<file path="src/rtl/ec_datapath.sv">
// ---------------------------------------------------------------------------
// ec_datapath
//
// Accumulator-machine datapath that sits directly behind the control unit.
// It executes the CU strobes on the program counter, the instruction
// register, the accumulator A and a unified program/data RAM. In return it
// gives the CU its status inputs: the IR opcode, Aeq0 and Apos.
//
// Ports
//   CLOCK_50   in   1       system clock; all state changes on the rising edge
//   reset      in   1       asynchronous, active-low; clears PC, IR and A
//   Input      in   DATA_W  user data, loaded into A when Asel = 01
//   IRload     in   1       IR <= RAM read data
//   JMPmux     in   1       PC source: 1 = IR address field, 0 = PC + 1
//   PCload     in   1       load PC from the JMPmux-selected source
//   Meminst    in   1       RAM address: 1 = PC, 0 = IR address field
//   MemWr      in   1       write A into RAM at the selected address
//   Asel       in   2       A source: 00 add/sub, 01 Input, 10 RAM data, 11 zero
//   Aload      in   1       load A from the Asel source
//   Sub        in   1       add/sub select: 1 = A - rdata, 0 = A + rdata
//   prog_we    in   1       program-loader write strobe; overrides MemWr
//   prog_addr  in   ADDR_W  program-loader address
//   prog_data  in   DATA_W  program-loader data
//   IR         out  OPC_W   opcode field of the instruction register
//   Aeq0       out  1       A == 0
//   Apos       out  1       A > 0 when read as a signed value
//   PC         out  ADDR_W  program counter
//   Output     out  DATA_W  current accumulator value
//
// DATA_W must equal OPC_W + ADDR_W: an instruction word is one opcode field
// followed by one address field.
// ---------------------------------------------------------------------------
module ec_datapath #(
  parameter int    DATA_W   = 8,
  parameter int    ADDR_W   = 5,
  parameter int    OPC_W    = 3,
  parameter string MEM_INIT = ""
) (
  input  logic              CLOCK_50,
  input  logic              reset,
  input  logic [DATA_W-1:0] Input,
  input  logic              IRload,
  input  logic              JMPmux,
  input  logic              PCload,
  input  logic              Meminst,
  input  logic              MemWr,
  input  logic [1:0]        Asel,
  input  logic              Aload,
  input  logic              Sub,
  input  logic              prog_we,
  input  logic [ADDR_W-1:0] prog_addr,
  input  logic [DATA_W-1:0] prog_data,
  output logic [OPC_W-1:0]  IR,
  output logic              Aeq0,
  output logic              Apos,
  output logic [ADDR_W-1:0] PC,
  output logic [DATA_W-1:0] Output
);

  localparam int MEM_DEPTH = 2 ** ADDR_W;

  // A source encodings
  localparam logic [1:0] ASEL_ALU  = 2'b00;
  localparam logic [1:0] ASEL_IN   = 2'b01;
  localparam logic [1:0] ASEL_MEM  = 2'b10;
  localparam logic [1:0] ASEL_ZERO = 2'b11;

  // -------------------------------------------------------------------------
  // Architectural state
  // -------------------------------------------------------------------------
  logic [ADDR_W-1:0] pc_reg;
  logic [DATA_W-1:0] ir_reg;
  logic [DATA_W-1:0] a_reg;

  logic [DATA_W-1:0] mem [MEM_DEPTH];

  // -------------------------------------------------------------------------
  // RAM addressing and read
  // -------------------------------------------------------------------------
  logic [ADDR_W-1:0] ir_field;
  logic [ADDR_W-1:0] mem_addr;
  logic [DATA_W-1:0] mem_rdata;

  assign ir_field  = ir_reg[ADDR_W-1:0];
  assign mem_addr  = Meminst ? pc_reg : ir_field;

  // Asynchronous read: the CU fetches and executes in the same cycle the
  // address is presented, so the word must be visible before the edge.
  // Everything that consumes rdata samples it at the edge, which is what
  // gives the "old contents" behaviour on a same-edge write.
  assign mem_rdata = mem[mem_addr];

  // -------------------------------------------------------------------------
  // Next-state selection
  // -------------------------------------------------------------------------
  logic [DATA_W-1:0] alu_result;
  logic [DATA_W-1:0] a_next;
  logic [ADDR_W-1:0] pc_next;

  // Carry and borrow fall off the top; there is no overflow flag.
  assign alu_result = Sub ? (a_reg - mem_rdata) : (a_reg + mem_rdata);

  always_comb begin
    a_next = a_reg;
    case (Asel)
      ASEL_ALU:  a_next = alu_result;
      ASEL_IN:   a_next = Input;
      ASEL_MEM:  a_next = mem_rdata;
      ASEL_ZERO: a_next = '0;
      default:   a_next = a_reg;
    endcase
  end

  // The jump target is the IR currently held, so a fetch that lands in IR on
  // the same edge does not affect where the PC goes. PC + 1 wraps naturally.
  assign pc_next = JMPmux ? ir_field : (pc_reg + ADDR_W'(1));

  // -------------------------------------------------------------------------
  // Register updates
  // -------------------------------------------------------------------------
  always_ff @(posedge CLOCK_50 or negedge reset) begin
    if (!reset) begin
      pc_reg <= '0;
      ir_reg <= '0;
      a_reg  <= '0;
    end else begin
      if (PCload) pc_reg <= pc_next;
      if (IRload) ir_reg <= mem_rdata;
      if (Aload)  a_reg  <= a_next;
    end
  end

  // RAM write port. The loader owns the port whenever it strobes; a CU store
  // in the same cycle is dropped. A store always writes the pre-edge A, even
  // if A is reloaded on the same edge. RAM contents survive reset.
  always_ff @(posedge CLOCK_50) begin
    if (prog_we) begin
      mem[prog_addr] <= prog_data;
    end else if (MemWr) begin
      mem[mem_addr] <= a_reg;
    end
  end

  // -------------------------------------------------------------------------
  // Outputs: pure functions of the registers, never of the control strobes
  // -------------------------------------------------------------------------
  assign IR     = ir_reg[DATA_W-1 -: OPC_W];
  assign PC     = pc_reg;
  assign Output = a_reg;
  assign Aeq0   = (a_reg == '0);
  assign Apos   = ~a_reg[DATA_W-1] & (a_reg != '0);

endmodule

</file>
<file path="config.mk">
export PLATFORM = sky130hd
export DESIGN_NAME = ec_datapath
export DESIGN_NICKNAME = d
export VERILOG_FILES = /design/src/rtl/ec_datapath.sv
export SDC_FILE = /design/constraint.sdc
export NUM_CORES = 1
export LEC_CHECK = 0
export ABC_AREA = 1
export CORE_MARGIN = 10
export CORE_UTILIZATION = 55
export CTS_CLUSTER_DIAMETER = 80
export DETAILED_ROUTE_END_ITERATION = 16
export GPL_TIMING_DRIVEN = 0
export PLACE_DENSITY = 0.82
export RECOVER_POWER = 25
export SKIP_LAST_GASP = 1
export SYNTH_ARGS = -nofsm -noshare
export SYNTH_HDL_FRONTEND = slang
export SYNTH_SLANG_ARGS = --single-unit
</file>
<file path="constraint.sdc">
create_clock -name CLOCK_50 -period 6.85 [get_ports CLOCK_50]
set_input_delay 1.37 -clock CLOCK_50 [delete_from_list [all_inputs] [get_ports CLOCK_50]]
set_output_delay 1.37 -clock CLOCK_50 [all_outputs]
set_load 0.02 [all_outputs]
</file>
==> reports/qor.csv, run 1 <==
stage,metric,value,unit
logic_synthesis,Synth async-reset ratio,7.58,%
timing,RSZ-0062 raised after global routing,false,
global_routing,global-route wire length before repair,54300,um
timing,final setup fails,0,
logic_synthesis,syn avg cell area,9.85,um^2
pwr,register share of total power,36.5,%
timing,skew final,0.0123,ns
floorplanning,Row Count,56,
pwr,LEAKAGE,0.00625,uW
setup_path,Arrival @ worst endpoint,6.18,ns
outcome,violated checks,"capacitance limit, slew limit",
routing,Total Routed Length,36200,um
pwr,Tot Pwr,5650,uW
global_routing,total gr overflow,0,
pwr,switching pwr,2110,uW
logic_synthesis,Seq cells post-synth,277,
clock_tree,CTS Buffer Depth,3,
global_routing,Tot GR Track Use,23.3,%
setup_path,CP cell instances,clkdlybuf4s50_1 -> clkbuf_1 -> nand2_1 -> o21ai_2 -> clkbuf_1 -> nand3_1 -> nand3_1 -> nand3_1 -> nand2_1 -> ha_1 -> nand2_1 -> o31ai_2 -> xor2_1 -> ha_1 -> a21oi_1 -> o21ai_0 -> a21oi_1 -> xor2_1 -> nand3b_1 -> nand2_1 -> inv_1 -> nand3_1 -> nand3_1 -> a21oi_1,
logic_synthesis,synth top area cells,"edfxtp_1 (59%), nand2_1 (11%), nand3_1 (8.3%)",
setup_path,CP peak stage delay,0.65,ns
floorplanning,die area,30100,um^2
hold_path,hold path start,ir_reg[2]$_DFFE_PN0P_,
cells_and_area,layout cell share with drive strength beyond 1,7.81,%
logic_synthesis,Main synth FF type,edfxtp_1,
pwr,PwrDens,381,nW/um^2
cells_and_area,Syn-to-layout area delta,14.5,%
logic_synthesis,"Net Count, Synth",1359,
pwr,Sw Share,37.3,%
setup_path,CP Launch Point,Meminst,
setup_path,crit end category,flop,
placement,DP Cell Count,1688,
cells_and_area,fin cells,1741,
logic_synthesis,most frequent cell after synthesis,nand2_1,
logic_synthesis,number of enable flip-flop cells after synthesis,256,
clock_tree,H-Tree Depth,1,
clock_tree,Inserted Clock Buffers,28,
clock_tree,clk root buf,clkbuf_16,
setup_path,crit start category,input port,
flow_run,total of max-cap violations,1,
pwr,Clk network pwr share,26.9,%
cells_and_area,Layout Nets,1442,
timing,Tcrit/Tclk final,83.5,%
global_routing,vias in the first global route,9522,
clock_tree,Resize count post-CTS,0,
floorplanning,die width,173,um
logic_synthesis,synth warn,0,
clock_tree,CTS tree,yes,
routing,wire per inst,20.8,um
timing,fin crit period,5.72,ns
global_routing,largest net degree at the start of global routing,33,
logic_synthesis,"Seq/Total Area, Yosys",63.4,%
setup_path,"slowest stage cell, crit path",clkbuf_1,
clock_tree,"Setup Fix Bufs, Post-CTS",0,
clock_tree,Worst-Skew Late Latency,0.55,ns
outcome,status,"complete, but fails checks",
setup_path,crit-path most repeated cell,nand3_1,
placement,DP Wirelength,24400,um
timing,final hold vios,0,
logic_synthesis,count of unique library cells instantiated by Yosys,35,
placement,routability congestion estimate,0.932,
logic_synthesis,largest area contributor in the netlist,edfxtp_1,
routing,antenna-violating nets left,0,
timing,Max Freq,175,MHz
setup_path,critical path class,in2reg,
placement,IO buf count,48,
setup_path,worst r2r src,PC[1]$_DFFE_PN0P_,
pwr,Int Pwr,3540,uW
timing,"Slew Viols, Final",15,
hold_path,Tightest Hold Check Type,reg2reg,
clock_tree,clock sinks,277,
hold_path,WHS Path Cells,2,
cells_and_area,Largest register FFs,256,
logic_synthesis,Syn Inst Count,1316,
setup_path,CP required,7.32,ns
floorplanning,initial core utilization,55.5,%
routing,drc violations,0,
pwr,Comb pwr share,36.6,%
floorplanning,core area,23300,um^2
timing,setup TNS,0,ns
pwr,Max IR drop VDD,0.000249,V
routing,Vias,10042,
routing,Vias per Instance,5.77,
timing,Slew @ Worst Pin,2.02,ns
routing,TritonRoute pass-1 iters,6,
logic_synthesis,Post-synth top cells,"nand2_1 (386), edfxtp_1 (256), nand3_1 (215), inv_1 (205), nor2_1 (59)",
logic_synthesis,post-synth top area share,59.3,%
setup_path,crit-path max FO,10,
floorplanning,Die Y,173,um
timing,Max-slew headroom,-36.2,%
floorplanning,# IOs,51,
clock_tree,clock slew at reported path FFs,0.06,ns
logic_synthesis,Synth Cell Area,13000,um^2
setup_path,R2R depth,23,
routing,Detailed Route Iter0 Violations,1413,
clock_tree,Hold Buf Count CTS,0,
global_routing,initial antenna violation count,0,
cell families after synthesis:
logic type | after synthesis | synth area share, %
buffers and inverters | 263 | 8.86
and+or+nand+nor | 681 | 22.4
xor gates and xnor gates | 10 | 0.676
adders and majority gates | 10 | 1.02
AOI/OAI and AO/OA | 72 | 3.36
muxes | 3 | 0.261
DFF | 277 | 63.4
power groups by stage:
stage | logic, uW | registers [uW] | clock network [uW]
2_1_floorplan | 1290 | 2110 | 0
3_3_place_gp | 1940 | 2100 | 0
3_5_place_dp | 2000 | 2100 | 0
4_1_cts | 2020 | 2060 | 1520
5_1_grt | 2230 | 2070 | 1590
6_report | 2070 | 2060 | 1520
stage by stage:
step           setup WS, ns  hold slack, ns  util [%]  area, um^2
2_1_floorplan          2.49           0.453         -       13000
4_1_cts                1.52           0.497      63.6       14800
5_1_grt               0.750           0.533      63.6       14800
6_report               1.13           0.498      63.6       14800
3_5_place_dp          0.985           0.482      59.7       13900
3_3_place_gp          0.947           0.472      59.3       13800
cell usage in the layout (no fill, tap or decap), drive strengths merged, types with 4 or more instances in the layout:
cell / synthesis / layout
nand2: 391 / 391
edfxtp: 256 / 256
nand3: 215 / 215
inv: 205 / 205
nor2: 59 / 59
buf: 50 / 54
clkbuf: 8 / 44
o21ai: 38 / 38
clkdlybuf4s50: 0 / 29
dfrtp: 21 / 21
dlygate4sd3: 0 / 19
a21oi: 15 / 15
nand3b: 12 / 12
clkinv: 0 / 12
xor2: 9 / 9
ha: 9 / 9
o211ai: 5 / 5
a41oi: 4 / 4
worst paths after layout:
kind,end,slack [ns]
max in group asynchronous,ir_reg[6]$_DFFE_PN0P_,4.80
min in group asynchronous,PC[2]$_DFFE_PN0P_,1.44
worst min-delay path,ir_reg[2]$_DFFE_PN0P_,0.50
worst min register to register,ir_reg[2]$_DFFE_PN0P_,0.50
worst max register to register,Output[7]$_DFFE_PN0P_,2.40
worst max-delay path,Output[7]$_DFFE_PN0P_,1.13
layer usage:
layer / wire length [um] / GRT usage, % / share of wire (%)
met3: 4220 / 5.25 / 12
met5: 0 / 0 / 0
met1: 13400 / 28.9 / 37
met4: 1730 / 11.1 / 4.8
met2: 16800 / 37.8 / 46
worst max-delay path, delay by kind of cell:
| family | cells | cell delay [ns] |
|---|---|---|
| AOI/OAI and AO/OA | 6 | 1.02 |
| xor gates and xnor gates | 2 | 0.28 |
| adders and majority gates | 2 | 0.52 |
| buffers and inverters | 4 | 1.60 |
| and+or+nand+nor | 10 | 1.40 |
final cells by class:
type	instances	area [um^2]
fill	1829	8500
sequential	277	8210
multi-input combinational	776	3610
inverter	205	769
clock buffer	35	748
timing repair buffer	53	556
tap	319	399
buffer	58	374
clock inverter	17	161
antenna	1	2.50
Power figures use the tool's default switching activity.
==> run 2, diff against run 1 <==
- clock period: 6.85 -> 5.95 ns (I/O delays scaled with it)
==> run 2 against run 1 <==
Compared with the run above:
- the run still ends with capacitance limit, slew limit left
- clock power grew 15%
- non-clock buffer count unchanged
- sequential share of layout area barely moved
- critical path depth is 3 lower
- utilization is essentially flat
- wire length about the same
- global-route usage unchanged
- combinational power increased by 15%
- total power increased by 15%
- register-to-register slack got worse by 0.89 ns
- die area did not move
- hold slack hardly changed
- critical path type unchanged
- critical endpoint unchanged
- largest cell class unchanged
==> reports/qor.csv, run 2 (same netlist as run 1, synthesis figures left out) <==
stage,metric,value,unit,change
floorplanning,die area,30100,um^2,unchanged
placement,IO buf count,48,,unchanged
setup_path,"CP delay by family, top",compound AO/OA/AOI/OAI gates,,
global_routing,Global Route met1 Usage,28.9,%,unchanged
setup_path,CP peak stage delay,0.91,ns,+0.26 ns
outcome,status,"complete, but fails checks",,
global_routing,M2 GR Usage,37.8,%,unchanged
setup_path,Arrival @ worst endpoint,5.84,ns,-0.34 ns
timing,skew final,0.00946,ns,-0.00280 ns
timing,Max Freq,186,MHz,
floorplanning,Die Y,173,um,unchanged
routing,Vias per Instance,5.78,,+0.25%
timing,final hold vios,0,,unchanged
flow_run,total of max-cap violations,1,,unchanged
cells_and_area,Layout Nets,1442,,unchanged
pwr,Max IR drop VDD,0.000286,V,+15%
pwr,Clk network pwr share,26.9,%,about the same
placement,routability congestion estimate,0.932,,unchanged
cells_and_area,fillers,1829,,unchanged
clock_tree,clock slew at reported path FFs,0.06,ns,about the same
global_routing,routing usage on met3,5.25,%,unchanged
global_routing,global-route wire length before repair,54300,um,unchanged
cells_and_area,layout cell share with drive strength beyond 1,7.88,%,+0.070 points
pwr,PwrDens,438,nW/um^2,+15%
routing,Vias,10067,,+0.25%
routing,drc violations,0,,unchanged
global_routing,total gr overflow,0,,unchanged
routing,Total Routed Length,36200,um,about the same
floorplanning,core area,23300,um^2,unchanged
cells_and_area,most frequent cells in the layout,"nand2_1 (386), edfxtp_1 (256), nand3_1 (215), inv_1 (205), nor2_1 (59)",,
pwr,Comb pwr share,36.6,%,about the same
floorplanning,# IOs,51,,unchanged
cells_and_area,Syn-to-layout area delta,14.5,%,about the same
timing,"Slew Viols, Final",15,,unchanged
pwr,switching pwr,2420,uW,+15%
setup_path,critical path class,in2reg,,
timing,Max-slew headroom,-36.6,%,-0.36 points
setup_path,crit end category,flop,,
global_routing,initial antenna violation count,0,,unchanged
timing,WHS,0.498,ns,+0.000230 ns
floorplanning,Row Count,56,,unchanged
setup_path,CP cell instances,clkdlybuf4s50_1 -> buf_4 -> o21ai_1 -> inv_1 -> nand3_1 -> nand2_1 -> ha_1 -> nand2_1 -> o21ai_0 -> xor2_1 -> ha_1 -> a21oi_1 -> o21ai_0 -> a21oi_1 -> xor2_1 -> nand3b_1 -> nand2_1 -> inv_1 -> nand3_1 -> nand3_1 -> a21oi_1,,
clock_tree,clock sinks,277,,unchanged
clock_tree,H-Tree Depth,1,,unchanged
pwr,Sw Share,37.3,%,about the same
floorplanning,initial core utilization,55.5,%,unchanged
clock_tree,CTS Buffer Depth,3,,unchanged
clock_tree,Inserted Clock Buffers,28,,unchanged
routing,wire per inst,20.8,um,about the same
global_routing,Tot GR Track Use,23.3,%,unchanged
timing,Slew @ Worst Pin,2.03,ns,+0.00540 ns
clock_tree,"Setup Fix Bufs, Post-CTS",0,,unchanged
timing,Tcrit/Tclk final,90.2,%,
timing,fin crit period,5.37,ns,
routing,TritonRoute pass-1 iters,5,,-1
global_routing,largest net degree at the start of global routing,33,,unchanged
outcome,violated checks,"capacitance limit, slew limit",,
floorplanning,die width,173,um,unchanged
clock_tree,Hold Buf Count CTS,0,,unchanged
pwr,Int Pwr,4070,uW,+15%
setup_path,crit start category,input port,,
timing,RSZ-0062 raised after global routing,false,,
cells_and_area,Multi-input gate area,3610,um^2,unchanged
clock_tree,Worst-Skew Late Latency,0.55,ns,about the same
setup_path,CP required,6.42,ns,-0.90 ns
clock_tree,CTS tree,yes,,
clock_tree,clk root buf,clkbuf_16,,
cells_and_area,Register Area,8210,um^2,unchanged
global_routing,vias in the first global route,9522,,unchanged
clock_tree,Resize count post-CTS,0,,unchanged
routing,antenna-violating nets left,0,,unchanged
hold_path,Tightest Hold Check Type,reg2reg,,
global_routing,global route hottest layer,met2,,
timing,setup TNS,0,ns,unchanged
cells_and_area,"most common cell after layout, fill and taps aside",nand2_1,,
pwr,register share of total power,36.5,%,about the same
placement,DP Wirelength,24400,um,unchanged
routing,Detailed Route Iter0 Violations,1427,,+0.99%
setup_path,"slowest stage cell, crit path",o21ai_1,,
pwr,LEAKAGE,0.00625,uW,about the same
setup_path,crit-path max FO,10,,unchanged
setup_path,WP buf/inv,4,,unchanged
cells_and_area,Largest register FFs,256,,unchanged
timing,final setup fails,0,,unchanged
run 2: area by class of cell:
type	instances	area share (%)
Timing Repair Buffer	53	3.74
Inverter	205	5.19
Clock inverter	17	1.09
Tap cell	319	2.69
Clock buffer	35	5.04
Multi-Input combinational cell	776	24.3
Sequential cell	277	55.4
Buffer	58	2.55
Antenna cell	1	0.0169
run 2: path summary, 6_finish.rpt:
kind,startpoint,end,slack [ns],cells after the start
max in group asynchronous,reset,Output[7]$_DFFE_PN0P_,4.08,1
min in group asynchronous,reset,PC[2]$_DFFE_PN0P_,1.26,1
setup reg to reg,PC[1]$_DFFE_PN0P_,Output[7]$_DFFE_PN0P_,1.51,23
setup / recovery,Meminst,Output[7]$_DFFE_PN0P_,0.58,21
hold reg to reg,ir_reg[2]$_DFFE_PN0P_,ir_reg[2]$_DFFE_PN0P_,0.50,2
hold / removal,ir_reg[2]$_DFFE_PN0P_,ir_reg[2]$_DFFE_PN0P_,0.50,2
run 2: metrics by stage:
step | cell area (um^2) | power [uW] | setup WS (ns) | util (%) | instances
5_1_grt | 14800 | 6780 | 0.347 | 63.6 | 1740
3_3_place_gp | 13800 | 4650 | 0.227 | 59.3 | 1683
2_1_floorplan | 13000 | 3920 | 1.77 | - | 1316
6_report | 14800 | 6500 | 0.582 | 63.6 | 1741
4_1_cts | 14800 | 6450 | 0.799 | 63.6 | 1740
3_5_place_dp | 13900 | 4720 | 0.265 | 59.7 | 1688
run 2: tightest hold or removal path, cell delays in order, from the launching register on:
cell	delay, ns
dfrtp_1	0.35
nand2_1	0.05
o21ai_0	0.06
run 2: metal layers:
layer	routed length, um	share of wire (%)
met1	13500	37
met2	16700	46
met4	1850	5.1
met5	0	0
met3	4070	11
run 2: power by group through the flow:
stage               Clock, uW  Sequential [uW]  Combinational [uW]
floorplan                   0             2430                1480
global placement            0             2420                2230
global route             1830             2380                2560
detailed placement          0             2410                2300
CTS                      1750             2370                2330
finish                   1750             2370                2380
